--- config.mk ---
export PLATFORM = sky130hd
export DESIGN_NAME = picoriscv_csr_master
export DESIGN_NICKNAME = d
export VERILOG_FILES = /design/src/rtl/picoriscv_csr_master_pkg.sv /design/src/rtl/picoriscv_csr_master.sv
export SDC_FILE = /design/constraint.sdc
export NUM_CORES = 1
export LEC_CHECK = 0
export ABC_AREA = 1
export CAP_MARGIN = 20
export CORE_MARGIN = 8
export CORE_UTILIZATION = 50
export CTS_CLUSTER_DIAMETER = 120
export DETAILED_ROUTE_END_ITERATION = 12
export PLACE_DENSITY = 0.86
export SLEW_MARGIN = 20
export SYNTH_ARGS = -nofsm -noshare
export SYNTH_HDL_FRONTEND = slang
export SYNTH_SLANG_ARGS = --single-unit
export TNS_END_PERCENT = 5
--- constraint.sdc ---
create_clock -name clk -period 3.37 [get_ports clk]
set_input_delay 0.674 -clock clk [delete_from_list [all_inputs] [get_ports clk]]
set_output_delay 0.674 -clock clk [all_outputs]
set_load 0.01 [all_outputs]
--- src/rtl/picoriscv_csr_master_pkg.sv ---
// Shared CSR bus types and the master's local constants.
// Bus structs mirror the csr_request__* / csr_response__* port fields one to one.
package picoriscv_csr_master_pkg;

  typedef struct packed {
    logic        valid;
    logic        read_not_write;
    logic [15:0] select;
    logic [15:0] address;
    logic [31:0] data;
  } t_csr_request;

  typedef struct packed {
    logic        acknowledge;
    logic        read_data_valid;
    logic        read_data_error;
    logic [31:0] read_data;
  } t_csr_response;

  localparam int TIMER_W = 16;

  typedef logic [1:0] t_master_state;
  localparam t_master_state ST_IDLE      = 2'd0;
  localparam t_master_state ST_REQUEST   = 2'd1;
  localparam t_master_state ST_READ_WAIT = 2'd2;
  localparam t_master_state ST_COMPLETE  = 2'd3;

  // Saturating increment so a stalled phase can never wrap back to zero.
  function automatic logic [TIMER_W-1:0] timer_inc(input logic [TIMER_W-1:0] t);
    return (t == '1) ? t : t + 1'b1;
  endfunction

endpackage

--- src/rtl/picoriscv_csr_master.sv ---
// CSR bus initiator: one host command in flight, turned into a csr_request and
// completed by ack (plus read data for reads) or by a per-phase timeout.
module picoriscv_csr_master
  import picoriscv_csr_master_pkg::*;
#(
  parameter int unsigned TIMEOUT_CYCLES = 255
) (
  input  logic        clk,
  input  logic        clk__enable,
  input  logic        reset_n,
  input  logic        host_req_valid,
  output logic        host_req_ready,
  input  logic        host_req_read_not_write,
  input  logic [15:0] host_req_select,
  input  logic [15:0] host_req_address,
  input  logic [31:0] host_req_data,
  output logic        host_rsp_valid,
  output logic        host_rsp_error,
  output logic        host_rsp_timeout,
  output logic [31:0] host_rsp_data,
  output logic        csr_request__valid,
  output logic        csr_request__read_not_write,
  output logic [15:0] csr_request__select,
  output logic [15:0] csr_request__address,
  output logic [31:0] csr_request__data,
  input  logic        csr_response__acknowledge,
  input  logic        csr_response__read_data_valid,
  input  logic        csr_response__read_data_error,
  input  logic [31:0] csr_response__read_data
);

  localparam logic [TIMER_W-1:0] TIMER_LAST = TIMER_W'(TIMEOUT_CYCLES - 1);

  t_master_state      state_q, state_d;
  logic [TIMER_W-1:0] timer_q, timer_d;
  logic               cmd_rnw_q, cmd_rnw_d;
  logic [15:0]        cmd_select_q, cmd_select_d;
  logic [15:0]        cmd_address_q, cmd_address_d;
  logic [31:0]        cmd_data_q, cmd_data_d;
  logic               rsp_error_q, rsp_error_d;
  logic               rsp_timeout_q, rsp_timeout_d;
  logic [31:0]        rsp_data_q, rsp_data_d;
  t_csr_response      rsp;
  t_csr_request       req;

  assign rsp = '{acknowledge:     csr_response__acknowledge,
                 read_data_valid: csr_response__read_data_valid,
                 read_data_error: csr_response__read_data_error,
                 read_data:       csr_response__read_data};

  always_comb begin
    state_d       = state_q;
    timer_d       = timer_q;
    cmd_rnw_d     = cmd_rnw_q;
    cmd_select_d  = cmd_select_q;
    cmd_address_d = cmd_address_q;
    cmd_data_d    = cmd_data_q;
    rsp_error_d   = rsp_error_q;
    rsp_timeout_d = rsp_timeout_q;
    rsp_data_d    = rsp_data_q;
    if (clk__enable) begin
      case (state_q)
        ST_IDLE: begin
          if (host_req_valid) begin
            cmd_rnw_d     = host_req_read_not_write;
            cmd_select_d  = host_req_select;
            cmd_address_d = host_req_address;
            cmd_data_d    = host_req_data;
            timer_d       = '0;
            state_d       = ST_REQUEST;
          end
        end
        ST_REQUEST: begin
          // Ack is tested before the timer so an ack on the last allowed cycle still wins.
          if (rsp.acknowledge) begin
            if (!cmd_rnw_q) begin
              rsp_data_d  = '0;
              rsp_error_d = 1'b0;
              state_d     = ST_COMPLETE;
            end else if (rsp.read_data_valid) begin
              rsp_data_d  = rsp.read_data;
              rsp_error_d = rsp.read_data_error;
              state_d     = ST_COMPLETE;
            end else begin
              timer_d = '0;
              state_d = ST_READ_WAIT;
            end
          end else if (timer_q == TIMER_LAST) begin
            rsp_data_d    = '0;
            rsp_error_d   = 1'b0;
            rsp_timeout_d = 1'b1;
            state_d       = ST_COMPLETE;
          end else begin
            timer_d = timer_inc(timer_q);
          end
        end
        ST_READ_WAIT: begin
          if (rsp.read_data_valid) begin
            rsp_data_d  = rsp.read_data;
            rsp_error_d = rsp.read_data_error;
            state_d     = ST_COMPLETE;
          end else if (timer_q == TIMER_LAST) begin
            rsp_data_d    = '0;
            rsp_error_d   = 1'b0;
            rsp_timeout_d = 1'b1;
            state_d       = ST_COMPLETE;
          end else begin
            timer_d = timer_inc(timer_q);
          end
        end
        ST_COMPLETE: begin
          rsp_data_d    = '0;
          rsp_error_d   = 1'b0;
          rsp_timeout_d = 1'b0;
          state_d       = ST_IDLE;
        end
        default: state_d = ST_IDLE;
      endcase
    end
  end

  // Reset overrides the clock enable so an abandoned transaction clears on the next edge.
  always_ff @(posedge clk) begin
    if (!reset_n) begin
      state_q       <= ST_IDLE;
      timer_q       <= '0;
      cmd_rnw_q     <= 1'b0;
      cmd_select_q  <= '0;
      cmd_address_q <= '0;
      cmd_data_q    <= '0;
      rsp_error_q   <= 1'b0;
      rsp_timeout_q <= 1'b0;
      rsp_data_q    <= '0;
    end else begin
      state_q       <= state_d;
      timer_q       <= timer_d;
      cmd_rnw_q     <= cmd_rnw_d;
      cmd_select_q  <= cmd_select_d;
      cmd_address_q <= cmd_address_d;
      cmd_data_q    <= cmd_data_d;
      rsp_error_q   <= rsp_error_d;
      rsp_timeout_q <= rsp_timeout_d;
      rsp_data_q    <= rsp_data_d;
    end
  end

  always_comb begin
    req = '0;
    if (state_q == ST_REQUEST) begin
      req.valid          = 1'b1;
      req.read_not_write = cmd_rnw_q;
      req.select         = cmd_select_q;
      req.address        = cmd_address_q;
      req.data           = cmd_data_q;
    end
  end

  assign csr_request__valid          = req.valid;
  assign csr_request__read_not_write = req.read_not_write;
  assign csr_request__select         = req.select;
  assign csr_request__address        = req.address;
  assign csr_request__data           = req.data;

  assign host_req_ready   = (state_q == ST_IDLE);
  assign host_rsp_valid   = (state_q == ST_COMPLETE);
  assign host_rsp_error   = host_rsp_valid & rsp_error_q;
  assign host_rsp_timeout = host_rsp_valid & rsp_timeout_q;
  assign host_rsp_data    = host_rsp_valid ? rsp_data_q : 32'h0;

endmodule

# Yosys cells after proc, flatten, opt, wreduce, memory -nomap -nowiden
# Cells that the tools add are included.
# op_classes
addsub,1
n_eq_ne,11
n_mux,33
bitwise_logic,2
reduce_logical,8
# ops
op,n
$mux W32,6
$mux W16,7
$pmux W32 S3,1
$mux W66,1
$pmux W16 S3,1
$add A16 B1 Y16 const B,1
$eq A16 B16 Y1 const B,1
$eq A16 B8 Y1 const B,1
$mux W1,10
$mux W2,4
$pmux W2 S4,1
$ne A2 B2 Y1 const B,3
$ne A3 B3 Y1 const B,2
$pmux W1 S3,2
$reduce_and A3 Y1,2
$reduce_and A6 Y1,1
$reduce_bool A3 Y1,2
$eq A2 B2 Y1 const B,2
$ne A4 B4 Y1 const B,1
$reduce_and A4 Y1,1
$and A1 B1 Y1,2
$eq A2 B1 Y1 const B,1
$logic_not A2 Y1,1
$reduce_and A2 Y1,1
# word_totals
regBits,117
in_bits,104
out_inout_bits,102
elab_cells,64

# Logic depth before layout (Yosys ltp)
# logic_depth
depth_word,5
mapped_depth,12
depth_no_buf,12

# Worst setup path before layout
# No wires, ideal clock.
# synth_path
kind,register to output
from,register state_q[1]
to,output port csr_request__read_not_write
arrival_time_ns,1.429
required_time_ns,2.696
path_slack_ns,1.267
stages_incl_launch_ff,7
n_path_buf,2
cell_sequence,dfxtp_1 > inv_1 > ha_1 > clkbuf_1 > buf_1 > nand2_1 > inv_1
# synth_via
elab_chain_cells,2
# synth_rtl
item,line,rtl
from (decl),picoriscv_csr_master.sv:34,"t_master_state state_q, state_d;"
from (signal assigned),picoriscv_csr_master.sv:135,state_q <= state_d;
$eq A2 B1 Y1,picoriscv_csr_master.sv:149,if (state_q == ST_REQUEST) begin
$mux W66,picoriscv_csr_master.sv:149,
to (decl),picoriscv_csr_master.sv:22,"output logic csr_request__read_not_write,"
# No other way between the ends.

# Final worst setup path
# layout_path
from,register state_q[1]
to,output port host_rsp_timeout
# layout_via
elab_chain_cells,2
# layout_rtl
item,line,rtl
$eq A2 B2 Y1,picoriscv_csr_master.sv:165,assign host_rsp_valid = (state_q == ST_COMPLETE);
$and A1 B1 Y1,picoriscv_csr_master.sv:167,assign host_rsp_timeout = host_rsp_valid & rsp_timeout_q;
to (decl),picoriscv_csr_master.sv:19,"output logic host_rsp_timeout,"
# No other way between the ends.

==> results by stage <==
STA:
- The fmax is between 0.3 and 0.4 GHz.
- The transition time at the pin with the least slew margin is approximately 0.72 ns.
- In the final timing run, aggregate negative setup slack is 0 ns.
- The final worst clock skew is slightly above 0.009 ns.
- The final setup violation count is 0.
- The worst slew margin relative to its limit is between 50% and 60%.
- Setup repair after global routing left no endpoint under its margin.
- The post-layout worst setup margin is approximately 0.52 ns.
- The count of endpoints failing hold in the final timing report is 0.
- The max-slew violation count is 0.
- Dividing the final minimum period by the clock period gives 84.6%.
- The shortest period the worst path allows is 2.85 ns.

CTS:
- The tree is rooted in a sky130_fd_sc_hd__clkbuf_16.
- The worst-case clock buffer depth is 2.
- For the worst-skew pair, the clock arrives at the later sink with an insertion delay of about 0.42 ns.
- Post-CTS repair changed the size of 0 cells.
- After clock tree synthesis, the clock-pin slew on the worst setup and hold paths is ~0.06 ns.
- In this run, post-CTS hold repair placed 0 buffers.
- The clock tree from TritonCTS is yes.
- The number of clock buffers inserted by TritonCTS is 17.
- The CTS H-tree depth is 4.
- The number of sinks on the clock net is between 100 and 150.
- The number of post-CTS setup repair buffers is 0.

Placement:
- The number of buffers inserted by port buffering is ~210.
- The minimum setup slack after placement is 0.829 ns.
- The congestion estimate from routability-driven global placement came to just under 0.9.
- Once detailed placement completed, the half-perimeter wirelength came to approximately 14,000 µm.

Setup path:
- In this run the worst path has a maximum fanout of 37.
- Across all register-to-register paths, the minimum setup slack is ~1 ns.
- For the worst setup path, the data required time is 2.70 ns.
- The critical path goes through ha_1 -> buf_4 -> nand2_1 -> inv_1 -> clkdlybuf4s50_1.
- The largest single stage delay on the critical path is 0.56 ns.
- On the critical path, the stage with the largest delay is an instance of sky130_fd_sc_hd__clkdlybuf4s50_1.
- The arrival time of data at the critical path endpoint is 2.18 ns.
- The setup path with the least slack is of type flop to output port.
- The worst setup path is captured at an output port.
- The number of cell instances on the worst register-to-register path is 8.
- In this run the critical register-to-register path is captured at rsp_data_q[20].
- The worst setup path is launched from a flop.
- The source of the worst register-to-register timing path is state_q[1].

Hold path:
- The hold-critical path depth is 2.
- For hold timing, the worst endpoint is cmd_data_q[5].
- The worst min-delay path category is flop to flop.
- The source of the worst hold timing path is cmd_data_q[5].

Final layout:
- The area added between synthesis and finish is 41.5%.
- The antenna diode instance count is 0.
- The post-layout net count is ~1,300.
- The count of fill cells added during filler insertion is around 1,000.
- In the final layout, the multi-input gates occupy ~3200 µm².
- The flip-flop and latch area is 2340 µm².
- The share of cells above drive strength 1 is around 6.0%.

Routing:
- In the routed layout, each cell is associated on average with a via count of 5.15.
- The number of vias after detailed routing is just over 7,000.
- In this run the remaining antenna-violating nets after routing total 0.
- The number of design-rule violations left by the first detailed-router iteration is between 500 and 600.
- After detailed routing, the total wire length is approximately 21,000 µm.
- For this run, design rule violations remaining after detail routing come to 0.
- The first-pass iteration count of the detailed router is 6.
- After detailed routing, the average wire length per cell comes to roughly 15 µm.

GRT:
- The number of antenna violations at the first check in global routing is 0.
- The largest net degree at the start of global routing is ~130.
- Global routing finished with a remaining overflow of 0.
- The via count of the first global-routing pass was 6,790.
- Across every metal layer, demand over resource in global routing totals between 20% and 30%.
- The first global-routing pass estimated between 30,000 and 40,000 µm of wire.

Die:
- The die span in y is roughly 130 µm.
- The region available for standard cell placement spans approximately 13,000 µm².
- The width of the die is between 100 and 150 µm.
- In this run the count of I/O pins placed on the die edge is between 200 and 250.
- For this configuration, the core starts out at a cell density of 51.5%.
- The row count is 41.
- The die area is around 17,000 µm².

Logic synthesis:
- Yosys mapped a number of flops with a built-in enable equal to 0.
- The number of different library cells used by synthesis comes to 34.
- The sequential fraction of the synthesis area is between 30 and 40%.
- The synthesized design spends more area on one cell type than any other, namely sky130_fd_sc_hd__dfxtp_1.
- The post-synthesis cell count is 1,039.
- The netlist area before placement is 6530 µm².
- After synthesis the netlist holds a flip-flop and latch count of 117.
- Counting every net in the synthesized netlist gives 1,150.
- The area share of the largest cell type after synthesis is a little over a third.
- The share of async-settable or async-resettable flops after synthesis is 0%.
- The total of warnings raised by yosys is 0.
- Among all flip-flop cells after synthesis, the most frequent one is sky130_fd_sc_hd__dfxtp_1.
- By count the netlist is led by sky130_fd_sc_hd__nand2_1 (194), sky130_fd_sc_hd__inv_1 (190), sky130_fd_sc_hd__o21ai_0 (163), sky130_fd_sc_hd__a21oi_1 (140), sky130_fd_sc_hd__dfxtp_1 (117).
- By instance count, the leading cell after synthesis is sky130_fd_sc_hd__nand2_1.
- A synthesized cell averages between 6 and 7 µm².
- After synthesis, the cell types taking the most area are sky130_fd_sc_hd__dfxtp_1 (36%), sky130_fd_sc_hd__o21ai_0 (12%), sky130_fd_sc_hd__nand2_1 (11%).

Power:
- The analysis attributes to cell leakage a power of 4.27 nW.
- The worst IR drop on VDD is ~0.31 mV.
- Dividing total power by cell area gives a power density of between 400 and 500 nW/µm².
- The design draws 3.96 mW.

Job:
- The count of maximum capacitance violations is 0.

Run status:
- The run finished with clean final reports.
[report_power, final]
part	total (mW)	switching (mW)	internal [mW]
Sequential	1.53	0.0562	1.48
Combinational	0.555	0.293	0.262
Clock	1.87	0.688	1.19
Total	3.96	1.04	2.93
[layout make-up]
| type | instances | share of cell area, % |
|---|---|---|
| clock inverters | 14 | 1.91 |
| repair buffers | 216 | 23.5 |
| well taps | 172 | 2.33 |
| clock buffers | 18 | 4.75 |
| multi-input cells | 656 | 34.2 |
| flip-flops and latches | 117 | 25.4 |
| inverters | 197 | 8.01 |
[logic make-up (layout without fill, tap and decap cells)]
| kind of cell | count (synthesis) | after routing | share of synthesized area, % |
|---|---|---|---|
| AO/OA/AOI/OAI | 315 | 315 | 24.5 |
| XOR/XNOR | 4 | 4 | 0.537 |
| adder cells (fa/ha/maj) | 7 | 7 | 1.34 |
| buffers and inverters | 266 | 445 | 16.1 |
| flip-flops | 117 | 117 | 35.9 |
| AND/OR/NAND/NOR | 330 | 330 | 21.6 |
[critical path: cells and delay by family (launching register included)]
kind / cells / cell delay, ns
and+or+nand+nor: 1 / 0.10
adders and majority gates: 1 / 0.18
DFF: 1 / 0.42
buffers and inverters: 3 / 1.05
[metrics by stage]
| step | cell area (µm²) | hold WS (ns) | utilization [%] | cells |
|---|---|---|---|---|
| 6_report | 9240 | 0.443 | 72.9 | 1390 |
| 5_1_grt | 9240 | 0.456 | 72.9 | 1390 |
| 4_1_cts | 9210 | 0.443 | 72.7 | 1389 |
| 3_5_place_dp | 8590 | 0.435 | 67.8 | 1357 |
| 3_3_place_gp | 8590 | 0.430 | 67.8 | 1357 |
| 2_1_floorplan | 6530 | 0.424 | - | 1039 |
[placed cells by master (no fill, tap or decap), types with 2 or more instances in the layout]
cell,n
sky130_fd_sc_hd__nor2_1,64
sky130_fd_sc_hd__buf_12,2
sky130_fd_sc_hd__inv_1,190
sky130_fd_sc_hd__nor2_2,4
sky130_fd_sc_hd__inv_2,7
sky130_fd_sc_hd__inv_6,2
sky130_fd_sc_hd__clkinvlp_4,5
sky130_fd_sc_hd__a21oi_1,140
sky130_fd_sc_hd__o21bai_1,2
sky130_fd_sc_hd__ha_1,6
sky130_fd_sc_hd__o21ai_0,163
sky130_fd_sc_hd__bufinv_16,3
sky130_fd_sc_hd__xor2_1,4
sky130_fd_sc_hd__nand3_1,48
sky130_fd_sc_hd__buf_4,8
sky130_fd_sc_hd__clkinv_4,3
sky130_fd_sc_hd__clkdlybuf4s50_1,203
sky130_fd_sc_hd__nand2_1,194
sky130_fd_sc_hd__nand4_1,6
sky130_fd_sc_hd__clkbuf_16,17
sky130_fd_sc_hd__dfxtp_1,117
sky130_fd_sc_hd__nand2_2,2
sky130_fd_sc_hd__nand3_2,3
sky130_fd_sc_hd__nor3_2,2
sky130_fd_sc_hd__buf_2,2
sky130_fd_sc_hd__o21ai_1,4
[layer usage]
metal	vias to the layer above	GRT usage, %	part of all wire [%]
met4	0	12.6	2.9
li1	3608	-	-
met1	3218	28.7	41
met2	278	40.3	49
met5	-	0	0
met3	52	5.79	7.4
[worst max-delay path by stage]
stage,from,end,slack [ns],depth (start not counted)
finish,state_q[1],host_rsp_timeout,0.52,5
global route,state_q[1],host_rsp_data[25],0.40,5
floorplan,state_q[1],csr_request__read_not_write,1.27,6
CTS,state_q[1],host_rsp_timeout,0.53,5
detailed placement,host_req_valid,cmd_data_q[0],0.83,5
global placement,clk__enable,timer_q[0],0.86,9
[sequential cells by signal, summed over array words and instances, names as in the netlist, 2 cells and up]
name	flops
state_q	2
rsp_data_q	32
timer_q	16
cmd_address_q	16
cmd_select_q	16
cmd_data_q	32
Note: power is estimated with default switching activity, not from simulation.
